File: config.mk
export PLATFORM = sky130hd
export DESIGN_NAME = multicycle_controller
export DESIGN_NICKNAME = d
export VERILOG_FILES = /design/src/rtl/multicycle_controller.sv
export SDC_FILE = /design/constraint.sdc
export NUM_CORES = 1
export LEC_CHECK = 0
export ABC_AREA = 1
export CORE_MARGIN = 5
export CORE_UTILIZATION = 52
export DETAILED_ROUTE_END_ITERATION = 7
export PLACE_DENSITY_LB_ADDON = 0.3
export SYNTH_ARGS = -nofsm -noshare
export SYNTH_HDL_FRONTEND = slang
export SYNTH_SLANG_ARGS = --single-unit
export TNS_END_PERCENT = 50
File: constraint.sdc
create_clock -name clk -period 2.01 [get_ports clk]
set_input_delay 0.3015 -clock clk [delete_from_list [all_inputs] [get_ports clk]]
set_output_delay 0.3015 -clock clk [all_outputs]
set_load 0.01 [all_outputs]
File: src/rtl/multicycle_controller.sv
// Multi-cycle RV32I control FSM: FETCH/DECODE/EXECUTE/MEM/WB sequencing with a
// request/ready memory handshake, wait-timeout and illegal-class trap, and a retired counter.
module multicycle_controller #(
    parameter int IMM_SEL_W = 3,
    parameter int SEL_W     = 2,
    parameter int WAIT_MAX  = 15,
    parameter int CNT_W     = 32
) (
    input  logic                 clk,
    input  logic                 rst_n,
    input  logic                 r_type,
    input  logic                 i_type,
    input  logic                 store,
    input  logic                 branch,
    input  logic                 load,
    input  logic                 jal,
    input  logic                 jalr,
    input  logic                 auipc,
    input  logic                 lui,
    input  logic                 br_taken,
    input  logic                 mem_ready,
    input  logic                 trap_clear,
    output logic                 mem_req,
    output logic                 mem_write,
    output logic                 ir_write,
    output logic                 reg_write,
    output logic                 pc_write,
    output logic                 pc_sel,
    output logic [IMM_SEL_W-1:0] imme_sel,
    output logic [SEL_W-1:0]     rd_sel,
    output logic [SEL_W-1:0]     rs1_sel,
    output logic                 trap,
    output logic [CNT_W-1:0]     retired,
    output logic [2:0]           o_dbg_state
);

    // Memory handshake: mem_req is held while in FETCH/MEM; the access completes in
    // the cycle where mem_req and mem_ready are both high, and mem_req may drop after.

    typedef enum logic [2:0] {
        S_FETCH   = 3'd0,
        S_DECODE  = 3'd1,
        S_EXECUTE = 3'd2,
        S_MEM     = 3'd3,
        S_WB      = 3'd4,
        S_TRAP    = 3'd5
    } state_t;

    localparam int WAIT_W = $clog2(WAIT_MAX + 1);

    state_t                 r_state;
    state_t                 w_next;
    logic [WAIT_W-1:0]      r_wait;
    logic [CNT_W-1:0]       r_retired;
    logic [IMM_SEL_W-1:0]   r_imme_sel;
    logic [SEL_W-1:0]       r_rd_sel;
    logic [SEL_W-1:0]       r_rs1_sel;
    logic                   r_is_load;
    logic                   r_is_store;
    logic                   r_is_branch;
    logic                   r_is_jump;

    logic [8:0]             w_flags;
    logic                   w_legal;
    logic                   w_in_wait;
    logic                   w_expired;
    logic [IMM_SEL_W-1:0]   w_imme_sel;
    logic [SEL_W-1:0]       w_rd_sel;
    logic [SEL_W-1:0]       w_rs1_sel;
    logic                   w_mem_req;
    logic                   w_mem_write;
    logic                   w_ir_write;
    logic                   w_reg_write;
    logic                   w_pc_write;
    logic                   w_pc_sel;
    logic                   w_trap;
    logic                   w_retire;

    assign w_flags   = {r_type, i_type, store, branch, load, jal, jalr, auipc, lui};
    assign w_legal   = (w_flags != 9'd0) && ((w_flags & (w_flags - 9'd1)) == 9'd0);
    assign w_in_wait = (r_state == S_FETCH) || (r_state == S_MEM);
    // Trap once the unanswered wait would reach WAIT_MAX; a late ack in that cycle still completes.
    assign w_expired = w_in_wait && !mem_ready && (r_wait == WAIT_W'(WAIT_MAX - 1));

    always_comb begin
        w_imme_sel = '0;
        w_rd_sel   = '0;
        w_rs1_sel  = '0;
        if (i_type || load || jalr) w_imme_sel = IMM_SEL_W'(1);
        if (branch)                 w_imme_sel = IMM_SEL_W'(2);
        if (store)                  w_imme_sel = IMM_SEL_W'(3);
        if (auipc || lui)           w_imme_sel = IMM_SEL_W'(4);
        if (jal)                    w_imme_sel = IMM_SEL_W'(5);
        if (jal || jalr)            w_rd_sel   = SEL_W'(1);
        if (lui)                    w_rd_sel   = SEL_W'(2);
        if (load)                   w_rd_sel   = SEL_W'(3);
        if (auipc || branch)        w_rs1_sel  = SEL_W'(1);
        if (jal)                    w_rs1_sel  = SEL_W'(2);
        if (lui)                    w_rs1_sel  = SEL_W'(3);
    end

    always_comb begin
        w_next      = r_state;
        w_mem_req   = 1'b0;
        w_mem_write = 1'b0;
        w_ir_write  = 1'b0;
        w_reg_write = 1'b0;
        w_pc_write  = 1'b0;
        w_pc_sel    = 1'b0;
        w_trap      = 1'b0;
        w_retire    = 1'b0;
        case (r_state)
            S_FETCH: begin
                w_mem_req = 1'b1;
                if (mem_ready) begin
                    w_ir_write = 1'b1;
                    w_next     = S_DECODE;
                end else if (w_expired) begin
                    w_next = S_TRAP;
                end
            end
            S_DECODE: begin
                w_next = w_legal ? S_EXECUTE : S_TRAP;
            end
            S_EXECUTE: begin
                if (r_is_load || r_is_store) begin
                    w_next = S_MEM;
                end else if (r_is_branch) begin
                    w_pc_write = 1'b1;
                    w_pc_sel   = br_taken;
                    w_retire   = 1'b1;
                    w_next     = S_FETCH;
                end else begin
                    w_pc_sel = r_is_jump;
                    w_next   = S_WB;
                end
            end
            S_MEM: begin
                w_mem_req   = 1'b1;
                w_mem_write = r_is_store;
                if (mem_ready) begin
                    if (r_is_store) begin
                        w_pc_write = 1'b1;
                        w_retire   = 1'b1;
                        w_next     = S_FETCH;
                    end else begin
                        w_next = S_WB;
                    end
                end else if (w_expired) begin
                    w_next = S_TRAP;
                end
            end
            S_WB: begin
                w_reg_write = 1'b1;
                w_pc_write  = 1'b1;
                w_pc_sel    = r_is_jump;
                w_retire    = 1'b1;
                w_next      = S_FETCH;
            end
            S_TRAP: begin
                w_trap = 1'b1;
                if (trap_clear) w_next = S_FETCH;
            end
            default: w_next = S_FETCH;
        endcase
    end

    always_ff @(posedge clk or negedge rst_n) begin
        if (!rst_n) begin
            r_state     <= S_FETCH;
            r_wait      <= '0;
            r_retired   <= '0;
            r_imme_sel  <= '0;
            r_rd_sel    <= '0;
            r_rs1_sel   <= '0;
            r_is_load   <= 1'b0;
            r_is_store  <= 1'b0;
            r_is_branch <= 1'b0;
            r_is_jump   <= 1'b0;
        end else begin
            r_state <= w_next;
            if (w_in_wait && !mem_ready && (w_next == r_state)) begin
                r_wait <= r_wait + WAIT_W'(1);
            end else begin
                r_wait <= '0;
            end
            if (w_retire) r_retired <= r_retired + CNT_W'(1);
            if ((r_state == S_DECODE) && w_legal) begin
                r_imme_sel  <= w_imme_sel;
                r_rd_sel    <= w_rd_sel;
                r_rs1_sel   <= w_rs1_sel;
                r_is_load   <= load;
                r_is_store  <= store;
                r_is_branch <= branch;
                r_is_jump   <= jal || jalr;
            end
        end
    end

    // Reset forces FETCH, whose mem_req would otherwise be high; gating keeps every strobe low while rst_n is low.
    assign mem_req     = w_mem_req   & rst_n;
    assign mem_write   = w_mem_write & rst_n;
    assign ir_write    = w_ir_write  & rst_n;
    assign reg_write   = w_reg_write & rst_n;
    assign pc_write    = w_pc_write  & rst_n;
    assign pc_sel      = w_pc_sel    & rst_n;
    assign trap        = w_trap      & rst_n;
    assign imme_sel    = r_imme_sel;
    assign rd_sel      = r_rd_sel;
    assign rs1_sel     = r_rs1_sel;
    assign retired     = r_retired;
    assign o_dbg_state = r_state;

endmodule
# Word-level counts from Yosys, hierarchy flattened
# Index checks and enable logic that the tools add are counted.
# W data, S select, Z words.
[word_totals] reg_bits=50 latch_bits=0 ram_bits=0 romBits=0 wordCells=80 n_memories=0
[op_classes] addsub=3 n_mul=0 div=0 n_lt_le_gt_ge=0 n_eq_ne=7 shift=0 n_mux=35 bitwise=8 n_reduce_logical=17
[ops] op="$mux W3" count=11
[ops] op="$add A32 B1 Y32 const B" count=1
[ops] op="$mux W1" count=15
[ops] op="$pmux W3 S5" count=1
[ops] op="$mux W2" count=5
[ops] op="$and A9 B9 Y9" count=1
[ops] op="$logic_not A9 Y1" count=1
[ops] op="$reduce_bool A9 Y1" count=1
[ops] op="$sub A9 B1 Y9 const B" count=1
[ops] op="$and A1 B1 Y1" count=7
[ops] op="$logic_or A1 B1 Y1" count=7
[ops] op="$eq A3 B2 Y1 const B" count=2
[ops] op="$eq A3 B3 Y1 const B" count=2
[ops] op="$logic_and A1 B1 Y1" count=5
[ops] op="$add A4 B1 Y4 const B" count=1
[ops] op="$eq A4 B4 Y1 const B" count=1
[ops] op="$mux W4" count=1
[ops] op="$eq A3 B1 Y1 const B" count=1
[ops] op="$eq A3 B3 Y1" count=1
[ops] op="$logic_not A3 Y1" count=1
[ops] op="$pmux W1 S3" count=1
[ops] op="$pmux W1 S2" count=1
[ops] op="$reduce_or A2 Y1" count=1
[ops] op="$logic_not A1 Y1" count=1

# Longest topological paths before layout
[depth] depth_word=10 ltp_mapped=11 ltp_nobuf=11

# Least setup slack after synthesis
# OpenSTA, ideal clock, no wires.
[synth_timing] kind="register -> register" from="register r_retired[0], in the netlist retired[0]" to="register r_retired[14], in the netlist retired[14]" setup_time_ns=0.127 arrival_ns=1.429 t_required_ns=1.883 path_slack_ns=0.454 path_stages_with_launch=8 path_buffers=0 path_cell_list="dfrtp_1 > ha_1 > nand3_1 > nor3_2 > nand2_2 > nor2_2 > nand2_1 > xnor2_1"
[synth_between] elab_chain_len=1
[synth_rtl] item="start, declared" line_no="54" rtl="logic [CNT_W-1:0] r_retired;"
[synth_rtl] item="start signal, assigned" line_no="187" rtl="if (w_retire) r_retired <= r_retired + CNT_W'(1);"
[synth_rtl] item="$add A32 B1 Y32" line_no="187"
# Every way passes these cells.
# A chain may end at the register's enable or synchronous reset.

# Final worst setup path
[layout_timing] from="register r_state[2], in the netlist o_dbg_state[2]" to="output pc_sel"
[layout_between] elab_chain_len=3 word_cells_on_any_way=4 classes_between="2 x eq/ne; 1 x mux; 1 x bitwise"
[layout_rtl] item="start, declared" line_no="51" rtl="state_t r_state;"
[layout_rtl] item="start signal, assigned" line_no="181" rtl="r_state <= w_next;"
[layout_rtl] item="$eq A3 B3 Y1 or $eq A3 B2 Y1 (tied branches)" line_no="112" rtl="case (r_state)"
[layout_rtl] item="$pmux W1 S2 (*)" line_no="112"
[layout_rtl] item="$and A1 B1 Y1 (*)" line_no="206" rtl="assign pc_sel = w_pc_sel & rst_n;"
[layout_rtl] item="end, declared" line_no="28" rtl="output logic pc_sel,"
# Mark *: on every way between the ends. The rest lies on a longest branch, timed or not.

==> PnR_summary.wiki <==
{| class="wikitable"
! Metric !! Value
|-
| Result of the run || complete, no violations
|-
| Slew @ Worst Pin || 565 ps
|-
| Filler cell count in the final layout || 471
|-
| # nets final || 499
|-
| Sum of net half-perimeters after detailed placement || 6.08 mm
|-
| Cells after synthesis || 392
|-
| DRC Markers || 0
|-
| TritonCTS clock tree || done
|-
| Signal arrival time at the worst endpoint || 1610 ps
|-
| Global routing's busiest layer || met2
|-
| Detail-routed via count per cell || 5.19
|-
| Pin count of the biggest net entering global routing || 46
|-
| Vert. Die Dim || 86.2 um
|-
| Count of warnings emitted by yosys || 0
|-
| Count of max-cap constraint violations || 0
|-
| Diode insertion count for antenna repair || 0
|-
| Fin Hold WS || 157 ps
|-
| Via count of the first global-routing pass || 2,928
|-
| H-tree levels || 2
|-
| Final Hold Violating Endpoints || 0
|-
| CP required || 1710 ps
|-
| Biggest fanout along the worst timing path || 4
|-
| Number of buffers created by CTS || 5
|-
| Layout overhead on the synthesized area || 32.7%
|-
| Unique cell type count in the Yosys netlist || 32
|-
| Setup Total Neg Slack || 0 ps
|-
| Kind of launch point of the worst setup path || flop
|-
| Die Footprint || 7440 um^2
|-
| Leading area contributor after synthesis || sky130_fd_sc_hd__dfrtp_1
|-
| Mean instance size in the synthesized netlist || 7.71 um^2
|-
| Predominant post-synthesis flop cell || sky130_fd_sc_hd__dfrtp_1
|-
| Fraction of met1 tracks used by global routing || 0.260
|-
| Period utilisation layout || 0.951
|-
| Most frequent cell after synthesis || sky130_fd_sc_hd__nand2_1
|-
| Net count after synthesis || 409
|-
| Std-Cell Core Area || 5570 um^2
|-
| Setup violations, final || 0
|-
| Antenna violations before repair || 0
|-
| Most used standard cells in the synthesized netlist || sky130_fd_sc_hd__nand2_1 (105), sky130_fd_sc_hd__nor2_1 (53), sky130_fd_sc_hd__dfrtp_1 (50)
|-
| Classification of the worst-slack hold path || input pin to asynchronous set/reset pin
|-
| Static leakage power || 1.78 nW
|-
| Time the worst path needs with I/O delays and setup || 1910 ps
|-
| Post-route antenna net violation count || 0
|-
| Initial Util || 0.542
|-
| Final max-slew violation count || 0
|-
| Clock slew at reported path FFs || 100 ps
|-
| GP Congestion || 0.911
|-
| Sum of routed wire length over all layers || 7.75 mm
|-
| Synth async-reset ratio || 1.00
|-
| Worst-skew pair later-pin latency || 310 ps
|-
| Total track usage || 0.221
|-
| Via Count || 2,880
|-
| Clock sink count || 50
|-
| Post-CTS Repair Setup Buffers || 0
|-
| Proportion of synthesized chip area in sequential cells || 0.414
|-
| Wire length of the first global-routing pass || 13.2 mm
|-
| Clk_skew || 13.1 ps
|-
| Global routing met2 resource utilization || 0.397
|-
| Max Freq || 523 MHz
|-
| Proportion of netlist area held by the largest area contributor || 0.414
|-
| Netlist area before placement || 3020 um^2
|-
| I/O pins || 63
|-
| Count of flip-flops with a built-in enable after synthesis || 0
|-
| Die Width || 86.2 um
|-
| Unrepaired setup endpoints after global routing || yes
|-
| Register bit total from synthesis || 50
|-
| Std-Cell Rows || 27
|-
| Number of port buffers || 62
|-
| Share of post-route cells with drive strength above 1 || 0.143
|-
| Rel. slew slack || 0.623
|-
| Sort of element at the end of the critical path || output pin
|-
| Pwr/cell area || 819 nW/um^2
|-
| Final Util || 0.720
|-
| First-pass detailed-route iteration total || 4
|-
| Routed WL per cell || 14.0 um
|-
| Peak supply drop || 574 uV
|-
| Met3 Track Usage GR || 0.0494
|-
| Iter 0 DRT Violations || 199
|-
| Clock Path Buffers || 2
|-
| Clock root cell || sky130_fd_sc_hd__clkbuf_8
|-
| Overall overflow remaining after global route || 0
|-
| Leading post-synthesis cells by cell area || sky130_fd_sc_hd__dfrtp_1 (41%), sky130_fd_sc_hd__nand2_1 (13%), sky130_fd_sc_hd__xor2_1 (6.7%)
|-
| Crit Path Category || flop to output pin
|-
| Slack of the worst reg-to-reg path || 250 ps
|}
## per-stage QoR
step	cells	setup WS, ps	power, mW	area, um^2
finish	555	98.6	3.29	4010
global route	555	-32.9	3.51	4010
CTS	555	1.46	3.29	4010
detailed placement	546	11.3	2.59	3890
global placement	546	39.1	2.57	3890
floorplan	392	454	1.96	3020
## cell type report
class / count / area, um^2 / area share
multi-input cells: 297 / 1590 / 0.397
flip-flops and latches: 50 / 1250 / 0.312
repair buffers: 88 / 818 / 0.204
inverters: 40 / 150 / 0.0374
well taps: 72 / 90.1 / 0.0225
clock buffers: 5 / 68.8 / 0.0171
clock inverters: 3 / 40.0 / 0.00998
## flip-flops by register name, indices dropped and copies added (netlist names), 2 cells and up
register     cells
imme_sel         3
r_wait           4
rs1_sel          2
rd_sel           2
o_dbg_state      3
retired         32
## per-layer routing
| metal | vias to the layer above | share of wire |
|---|---|---|
| met5 | - | 0 |
| met4 | 0 | 0.013 |
| met3 | 10 | 0.055 |
| met2 | 84 | 0.52 |
| met1 | 1350 | 0.42 |
| li1 | 1436 | - |
## power by group
group / switching (mW) / internal (mW) / leakage [nW]
clock: 0.343 / 0.367 / 0.0579
sequential: 0.180 / 1.16 / 0.667
combinational: 0.676 / 0.566 / 1.05
total: 1.20 / 2.09 / 1.78
## cell families after synthesis
logic type,synth area share
fa+ha+maj,0.0124
xor+xnor,0.0898
simple gates,0.343
buf+inv,0.0629
compound gates,0.0782
flops,0.414
## worst paths after layout
kind / startpoint / endpoint / cells past startpoint
max: o_dbg_state[2] / pc_sel / 8
min reg2reg: imme_sel[0] / imme_sel[0] / 2
max reg2reg: o_dbg_state[2] / retired[23] / 9
max in group asynchronous: rst_n / r_is_store / 3
min: rst_n / retired[11] / 2
min in group clk: imme_sel[0] / imme_sel[0] / 2
## critical path, stage by stage, from the launching register on
cell	delay, ps
sky130_fd_sc_hd__dfrtp_1	390
sky130_fd_sc_hd__inv_2	60
sky130_fd_sc_hd__nand2_1	80
sky130_fd_sc_hd__nor2_4	130
sky130_fd_sc_hd__nand3b_1	110
sky130_fd_sc_hd__nand2_1	80
sky130_fd_sc_hd__nand2_1	50
sky130_fd_sc_hd__a21oi_1	110
sky130_fd_sc_hd__dlygate4sd2_1	290
## repair_timing
action                                 CTS  global route
endpoints found under the hold margin    5             0
hold buffers                             1             0
resized for setup                        9             6
setup endpoints to repair                7             4
cloned                                   0             0
pin swaps                                0             0
## cells in the final DEF (no fill, tap or decap), types with 2 or more instances in the layout
cell | netlist | layout
sky130_fd_sc_hd__nand2_1 | 105 | 104
sky130_fd_sc_hd__clkdlybuf4s50_1 | 0 | 54
sky130_fd_sc_hd__nor2_1 | 53 | 52
sky130_fd_sc_hd__dfrtp_1 | 50 | 48
sky130_fd_sc_hd__inv_1 | 38 | 38
sky130_fd_sc_hd__buf_4 | 1 | 24
sky130_fd_sc_hd__xor2_1 | 23 | 23
sky130_fd_sc_hd__o21ai_0 | 20 | 20
sky130_fd_sc_hd__nor3_1 | 17 | 17
sky130_fd_sc_hd__nand3_1 | 15 | 15
sky130_fd_sc_hd__nand2_2 | 7 | 8
sky130_fd_sc_hd__xnor2_1 | 8 | 8
sky130_fd_sc_hd__o21ai_2 | 7 | 7
sky130_fd_sc_hd__nand4_1 | 7 | 7
sky130_fd_sc_hd__o21ai_1 | 6 | 6
sky130_fd_sc_hd__clkbuf_8 | 0 | 5
sky130_fd_sc_hd__a21oi_1 | 4 | 4
sky130_fd_sc_hd__dlygate4sd2_1 | 0 | 4
sky130_fd_sc_hd__nand3_2 | 3 | 3
sky130_fd_sc_hd__nor2_2 | 3 | 3
sky130_fd_sc_hd__nor2_4 | 2 | 3
sky130_fd_sc_hd__nand3b_1 | 3 | 3
sky130_fd_sc_hd__nor3_2 | 3 | 3
sky130_fd_sc_hd__ha_1 | 3 | 3
sky130_fd_sc_hd__inv_2 | 2 | 2
sky130_fd_sc_hd__clkinv_2 | 0 | 2
sky130_fd_sc_hd__dfrtp_2 | 0 | 2
(Power assumes the default switching activity.)
